### src/rtl/vedic_mac_sched_pkg.sv
// Shared definitions for the time-shared Vedic MAC sequencer: FSM state
// encodings, operand width and the 2x2 Vedic multiply building block.
package vedic_mac_sched_pkg;

  localparam int OPW = 4;

  typedef enum logic [1:0] {
    S_IDLE = 2'd0,
    S_MUL  = 2'd1,
    S_ACC  = 2'd2,
    S_DONE = 2'd3
  } state_t;

  // Urdhva-Tiryagbhyam 2x2 product built from AND gates and two half adders.
  function automatic logic [3:0] vedic2x2(input logic [1:0] a, input logic [1:0] b);
    logic t1, t2, t3, c1;
    logic [3:0] p;
    t1   = a[1] & b[0];
    t2   = a[0] & b[1];
    t3   = a[1] & b[1];
    c1   = t1 & t2;
    p[0] = a[0] & b[0];
    p[1] = t1 ^ t2;
    p[2] = t3 ^ c1;
    p[3] = t3 & c1;
    return p;
  endfunction

endpackage

### src/rtl/vedic_mac_sched_mul.sv
// gabung_coba: combinational 4x4 unsigned Vedic multiplier assembled from
// four 2x2 Vedic blocks; o_cout is the carry past bit 7 (always 0 for 4x4).
module gabung_coba
  import vedic_mac_sched_pkg::*;
(
  input  logic [OPW-1:0]   i_a,
  input  logic [OPW-1:0]   i_b,
  output logic [2*OPW-1:0] o_p,
  output logic             o_cout
);

  logic [3:0] w_ll, w_lh, w_hl, w_hh;
  logic [5:0] w_mid;
  logic [8:0] w_sum;

  assign w_ll = vedic2x2(i_a[1:0], i_b[1:0]);
  assign w_lh = vedic2x2(i_a[1:0], i_b[3:2]);
  assign w_hl = vedic2x2(i_a[3:2], i_b[1:0]);
  assign w_hh = vedic2x2(i_a[3:2], i_b[3:2]);

  // Cross terms share weight 4, the high term weight 16.
  assign w_mid = {2'b00, w_lh} + {2'b00, w_hl};
  assign w_sum = {5'b0, w_ll} + {1'b0, w_mid, 2'b00} + {1'b0, w_hh, 4'b0000};

  assign o_p    = w_sum[7:0];
  assign o_cout = w_sum[8];

endmodule

### src/rtl/vedic_mac_sched.sv
// Sequencer that time-shares one gabung_coba multiplier across TAPS
// sample/coefficient pairs and returns the dot product over valid/ready.
module vedic_mac_sched
  import vedic_mac_sched_pkg::*;
#(
  parameter int TAPS  = 4,
  parameter int ACC_W = 10
) (
  input  logic                  clk,
  input  logic                  rst,
  input  logic                  start,
  input  logic [OPW*TAPS-1:0]   x_vec,
  input  logic [OPW*TAPS-1:0]   w_vec,
  output logic                  busy,
  output logic [ACC_W-1:0]      y,
  output logic                  y_valid,
  input  logic                  y_ready,
  output logic                  ovf
);

  localparam int IDX_W = $clog2(TAPS);
  localparam logic [IDX_W-1:0] LAST_IDX = IDX_W'(TAPS - 1);

  state_t                r_state, w_nextState;
  logic [OPW*TAPS-1:0]   r_xOps, r_wOps;
  logic [IDX_W-1:0]      r_idx;
  logic [2*OPW-1:0]      r_prodQ;
  logic [ACC_W-1:0]      r_acc;
  logic                  r_ovf;
  logic [OPW-1:0]        w_xSel, w_wSel;
  logic [2*OPW-1:0]      w_prod;
  logic                  w_coutUnused;
  logic [ACC_W:0]        w_accSum;

  assign w_xSel = r_xOps[r_idx*OPW +: OPW];
  assign w_wSel = r_wOps[r_idx*OPW +: OPW];

  gabung_coba u_mul (
    .i_a    (w_xSel),
    .i_b    (w_wSel),
    .o_p    (w_prod),
    .o_cout (w_coutUnused)
  );

  assign w_accSum = {1'b0, r_acc} + {{(ACC_W + 1 - 2*OPW){1'b0}}, r_prodQ};

  always_ff @(posedge clk or posedge rst) begin
    if (rst) r_state <= S_IDLE;
    else     r_state <= w_nextState;
  end

  always_comb begin
    w_nextState = r_state;
    case (r_state)
      S_IDLE:  if (start) w_nextState = S_MUL;
      S_MUL:   w_nextState = S_ACC;
      S_ACC:   w_nextState = (r_idx == LAST_IDX) ? S_DONE : S_MUL;
      S_DONE:  if (y_ready) w_nextState = S_IDLE;
      default: w_nextState = S_IDLE;
    endcase
  end

  // Operands are captured only on an accepted start so mid-run input churn is invisible.
  always_ff @(posedge clk or posedge rst) begin
    if (rst) begin
      r_xOps  <= '0;
      r_wOps  <= '0;
      r_idx   <= '0;
      r_prodQ <= '0;
      r_acc   <= '0;
      r_ovf   <= 1'b0;
    end else begin
      case (r_state)
        S_IDLE: begin
          if (start) begin
            r_xOps <= x_vec;
            r_wOps <= w_vec;
            r_idx  <= '0;
            r_acc  <= '0;
            r_ovf  <= 1'b0;
          end
        end
        S_MUL: r_prodQ <= w_prod;
        S_ACC: begin
          r_acc <= w_accSum[ACC_W-1:0];
          r_ovf <= r_ovf | w_accSum[ACC_W];
          if (r_idx != LAST_IDX) r_idx <= r_idx + 1'b1;
        end
        default: ;
      endcase
    end
  end

  assign busy    = (r_state != S_IDLE);
  assign y_valid = (r_state == S_DONE);
  assign y       = r_acc;
  assign ovf     = r_ovf;

endmodule

### config.mk
export PLATFORM = sky130hd
export DESIGN_NAME = vedic_mac_sched
export DESIGN_NICKNAME = d
export VERILOG_FILES = /design/src/rtl/vedic_mac_sched_pkg.sv /design/src/rtl/vedic_mac_sched_mul.sv /design/src/rtl/vedic_mac_sched.sv
export SDC_FILE = /design/constraint.sdc
export NUM_CORES = 1
export LEC_CHECK = 0
export BUFFER_PORTS_ARGS = -buffer_cell sky130_fd_sc_hd__buf_2
export CORE_ASPECT_RATIO = 0.75
export CORE_MARGIN = 10
export CORE_UTILIZATION = 36
export CTS_BUF_LIST = sky130_fd_sc_hd__clkbuf_4 sky130_fd_sc_hd__clkbuf_8
export CTS_CLUSTER_SIZE = 24
export DETAILED_ROUTE_END_ITERATION = 8
export GPL_TIMING_DRIVEN = 0
export PLACE_DENSITY_LB_ADDON = 0.25
export SYNTH_ARGS = -nofsm -noshare
export SYNTH_HDL_FRONTEND = slang
export SYNTH_SLANG_ARGS = --single-unit
### constraint.sdc
create_clock -name clk -period 3.5 [get_ports clk]
set_input_delay 0.35 -clock clk [delete_from_list [all_inputs] [get_ports clk]]
set_output_delay 0.35 -clock clk [all_outputs]
set_load 0.01 [all_outputs]
After elaboration in Yosys (flattened, before gate mapping)
Cells that the tools add are included.
- add/subtract/negate cells: 5
- eq/ne operators: 8
- shift operators: 2
- multiplexer cells: 11
- bitwise logic cells: 33
- reduce and logical (&&, ||, !) cells: 7
- operators by type and width (operator ; number):
    variable part select 16 x 5 -> 4 bit ; 2
    AND 1 bit ; 24
    case mux 10 bit (2 select lines) ; 1
    adder 10 x 8 -> 11 bit ; 1
    two-way mux 10 bit ; 1
    two-way mux 2 bit ; 5
    adder 4 x 8 -> 8 bit ; 1
    adder 8 bit ; 1
    case mux 2 bit (4 select lines) ; 1
    XOR 1 bit ; 8
    equality test 2 bit (second input constant) ; 3
    != test 2 bit (second input constant) ; 3
    AND reduction 2 bit ; 3
    adder 4 x 4 -> 5 bit ; 1
    case mux 2 bit (2 select lines) ; 1
    nonzero test 2 bit ; 2
    AND reduction 3 bit ; 1
    adder 2 x 1 -> 2 bit (second input constant) ; 1
    equality test 2 x 1 -> 1 bit (second input constant) ; 1
    logical NOT 2 bit ; 1
    != test 2 x 1 -> 1 bit (second input constant) ; 1
    case mux 1 bit (2 select lines) ; 1
    two-way mux 1 bit ; 1
    bitwise OR 1 bit ; 1
- register bits: 55
- output and inout bits: 13

Logic depth before layout (Yosys ltp)
- depth in word-level cells: 7
- depth in mapped cells: 13
- gate-level depth less buffers: 12

Cells and area by module
From an unflattened synthesis, not the netlist that was laid out.
- cell total of the unflattened synthesis: 329
- area total of the unflattened synthesis: 3180.6 µm²
- by module, submodules not included (module ; instances ; cells an instance ; area each (µm²) ; seq. area each (µm²)):
    vedic_mac_sched ; 1 ; 268 ; 2652.5 ; 1376.3
    gabung_coba ; 1 ; 61 ; 528.0 ; 0.0

Worst setup path after synthesis
OpenSTA, ideal clock, no wires.
- path type: register to register
- start: register r_idx[0]
- end: register r_prodQ[7]
- arrival: 3447 ps
- data required time: 3431 ps
- slack: -16 ps
- stages on the path, launching flop included: 14
- buffers on the path: 1
- clock period less this slack: 3516 ps
- cells stage by stage: dfrtp_1 buf_4 mux4_2 and2_1 ha_1 ha_1 a21o_1 a21oi_1 xnor2_1 ha_1 a21o_1 a31o_2 a2111oi_0 nand3b_1
- cells in the longest elaborated chain, start to end: 7
- elaborated cells between the ends (all ways): 37
- classes of those cells: add/sub: 3; shift: 2; bitwise: 32
- ends and longest elaborated chain (element ; RTL line ; source):
    from (decl) ; vedic_mac_sched.sv:26 ; logic [IDX_W-1:0] r_idx;
    from (signal assigned) ; vedic_mac_sched.sv:87 ; if (r_idx != LAST_IDX) r_idx <= r_idx + 1'b1;
    variable part select 16 x 5 -> 4 bit, on equally long branches ; vedic_mac_sched.sv:35, vedic_mac_sched.sv:36 ;
    AND 1 bit, on equally long branches ; vedic_mac_sched_pkg.sv:18, vedic_mac_sched_pkg.sv:19 ;
    AND 1 bit ; vedic_mac_sched_pkg.sv:21 ; c1 = t1 & t2;
    XOR 1 bit / AND 1 bit (equally long branches) ; vedic_mac_sched_pkg.sv:24, vedic_mac_sched_pkg.sv:25 ;
    adder 4 x 4 -> 5 bit ; vedic_mac_sched_mul.sv:22 ; assign w_mid = {2'b00, w_lh} + {2'b00, w_hl};
    adder 4 x 8 -> 8 bit ; vedic_mac_sched_mul.sv:23 ; assign w_sum = {5'b0, w_ll} + {1'b0, w_mid, 2'b00} + {1'b0, w_hh, 4'b0000};
    adder 8 bit (*) ; vedic_mac_sched_mul.sv:23 ;
    to (signal assigned) ; vedic_mac_sched.sv:83 ; S_MUL: r_prodQ <= w_prod;
    to (decl) ; vedic_mac_sched.sv:27 ; logic [2*OPW-1:0] r_prodQ;
Every way passes the cells marked *; elsewhere a longest branch is shown, timed or not.
A chain may end at the register's enable or synchronous reset.

Worst setup path in the final report
Same ends and word-level chain as after synthesis.

==> impl_metrics.yaml <==
clocking:
  cts_buffer_depth: 2
  clk_pin_slew_worst_paths_ns: 0.10
  cts_made_buffers: 5
  cts_hold_buffers: 0
  cts_root_buffer: "clkbuf_8"
  numClockSinks: 55
  cts_tree: "done"
  h-tree-depth: 2
  insertion_delay_ns: 0.31
floorplan:
  coreArea_um2: 8640
  die_area_um2: 13300
  die_w_um: 130
  row_count: 29
  start_util: 0.377
  die_h_um: 102
  num_io_pins: 49
synth:
  synth_edf_count: 0
  ys_seq_area_frac: 0.422
  synth_cells: 344
  synth.distinct_cells: 48
  synth_xor_area_frac: 0.0161
  ys_ff_latch: 55
  synth_top_area_share: 0.422
  synth_area_leaders: "dfrtp_1 42%, nand2_1 13%, ha_1 10%"
  synth_compound_area_frac: 0.126
  muxShareOfSynthArea: 0.0653
  synth_common_cells: "112 x nand2_1, 55 x dfrtp_1, 26 x ha_1, 16 x and2_1, 16 x o21ai_0"
  synthArstFlopShare: 1.00
  yosysMostFrequentCell: "nand2_1"
  synth_nets: 409
  avgSynthCellArea_um2: 9.47
  synth-adder-area-share: 0.118
  synth-main-ff-cell: "dfrtp_1"
  yosysWarnings: 0
  synth_top_family_by_area: "simple AND/OR/NAND/NOR gates"
  synth-simple-area-share: 0.214
  synth_area_um2: 3260
  yosys.area.top_type: "dfrtp_1"
detailed_routing:
  drt_first_pass_iters: 4
  drt-total-wl_um: 8100
  vias_per_cell: 5.09
  vias: 2669
  drtAntennaViolNets: 0
  drt_iter0_markers: 96
  wl_per_cell_um: 15.5
  drcViolationCount: 0
finish:
  drive_gt1_frac: 0.276
  layout.nets: 480
  multi_input_area_um2: 1880
  regArea_um2: 1380
  syn_to_final_growth_pct: 23.5
  diodes: 0
  fill_cells: 837
  layout.cells.non_filler: 524
grt:
  antenna_found_initial: 0
  grt_overflow_total: 0
  grt_pass1_wl_um: 13200
  grt_max_degree: 39
  grt_pass1_vias: 2736
  grtUsageTotal: 0.123
timing:
  slew_viol_final: 0
  final-hold-violation-count: 0
  setup_viol: 0
  finalCriticalPeriod_ns: 3.42
  setup_tns_ns: 0
  fmax_mhz: 292
  final_min_period_over_clock_period: 0.977
  relSlewSlack: 0.561
  worst_slew_pin_slew_ns: 0.656
  fin_skew_ns: 0.00939
setup_path:
  cp-endpoint: "r_prodQ[7]$_DFFE_PP0N_"
  cp.required_ns: 3.75
  critPathArrivalTime_ns: 3.67
  startpoint: "r_idx[0]$_DFFE_PP0P_"
  timing.rr.start: "r_idx[0]$_DFFE_PP0P_"
  crit_fanout: 8
  end_kind: "flop"
  crit_type: "reg2reg"
  worstSetupStartpointType: "flop"
  reg2reg_slack_ns: 0.08
  r2r_cells: 13
  r2r-end: "r_prodQ[7]$_DFFE_PP0N_"
placement:
  port_buffers: 48
  gp_congestion: 0.777
  place_inst: 501
  dp_hpwl_um: 6060
pwr:
  p_total_mw: 3.58
  p_leak_nw: 2.08
  p_per_area_nw_per_um2: 889
  irDropWorstVdd_uv: 339
outcome:
  status: "completed"
worst_hold_path:
  hp-class: "in2async"
flow_run:
  maxCapViolCount: 0
-- area by class of cell --
type / instances / area share
multi-input combinational: 262 / 0.467
sequential: 55 / 0.342
timing repair buffer: 64 / 0.0946
tap: 108 / 0.0336
buffer: 14 / 0.0212
clock buffer: 5 / 0.0171
inverter: 13 / 0.0121
clock inverter: 3 / 0.0118
-- stage by stage --
| step | worst slack (ns) | hold WS, ns | instance area (um^2) | util |
|---|---|---|---|---|
| 2_1_floorplan | 0.0139 | 0.440 | 3260 | - |
| 3_3_place_gp | -0.321 | 0.454 | 3640 | 0.421 |
| 3_5_place_dp | -0.410 | 0.380 | 3660 | 0.424 |
| 4_1_cts | 0.00528 | 0.0343 | 3880 | 0.449 |
| 5_1_grt | -0.00303 | 0.0498 | 4020 | 0.466 |
| 6_report | 0.0807 | 0.0212 | 4020 | 0.466 |
-- kinds of logic (layout without fill, tap and decap cells) --
logic type / after synthesis / count (layout)
multiplexers: 11 / 11
adder cells (fa/ha/maj): 29 / 29
flip-flops: 55 / 55
XOR/XNOR: 6 / 6
AND/OR/NAND/NOR: 158 / 158
AO/OA/AOI/OAI: 58 / 58
buffers and inverters: 27 / 99
-- where the power goes --
| part | internal [mW] | total [mW] | switching, mW |
|---|---|---|---|
| registers | 0.888 | 1.03 | 0.146 |
| logic | 1.01 | 2.10 | 1.08 |
| clock network | 0.218 | 0.447 | 0.230 |
-- flip-flops by register name (all words and copies together), names as in the netlist --
name,flops
y,10
r_idx,2
r_prodQ,8
r_wOps,16
ovf,1
r_xOps,16
r_state,2
-- metal layers --
metal,vias up,track usage,part of all wire
met5,-,0,0
met4,0,0.0259,0.0057
met3,5,0.0253,0.034
met2,44,0.194,0.46
met1,1300,0.169,0.50
li1,1320,-,-
-- worst min-delay path by stage --
stage / from / endpoint / slack, ns
after floorplan: r_wOps[10]$_DFFE_PP0P_ / r_wOps[10]$_DFFE_PP0P_ / 0.44
after global placement: r_xOps[11]$_DFFE_PP0P_ / r_xOps[11]$_DFFE_PP0P_ / 0.45
after detailed placement: rst / y[8]$_DFFE_PP0P_ / 0.38
after CTS: rst / y[8]$_DFFE_PP0P_ / 0.03
after global routing: rst / y[8]$_DFFE_PP0P_ / 0.05
final: rst / y[8]$_DFFE_PP0P_ / 0.02
-- worst max-delay path: stages (launching register included) --
cell	delay, ns
dfrtp_1	0.39
buf_8	0.17
mux4_2	0.57
and2_4	0.20
ha_4	0.16
ha_4	0.27
ha_4	0.21
a21oi_2	0.15
xnor2_1	0.09
ha_1	0.32
a21o_1	0.20
a31o_4	0.22
a2111oi_4	0.26
nand3b_1	0.14
-- placed cells by master, fill, tap and decap left out, types with 3 or more instances in the layout --
master,n
nand2_1,112
buf_2,55
dfrtp_1,55
ha_1,20
buf_4,16
o21ai_0,15
and2_1,13
inv_1,12
a21o_1,8
a21oi_1,8
mux4_2,8
nor2_1,7
ha_4,6
nand3_1,5
clkbuf_8,5
xor2_1,4
and2_4,4
nand3b_1,3
o211ai_1,3
-- what timing repair did --
| action | in CTS | in global routing |
|---|---|---|
| resized for setup | 10 | 12 |
| pin swaps | 3 | 15 |
| buffers inserted | 8 | 7 |
| endpoints found under the setup margin | 2 | 2 |
(Power assumes the default switching activity.)
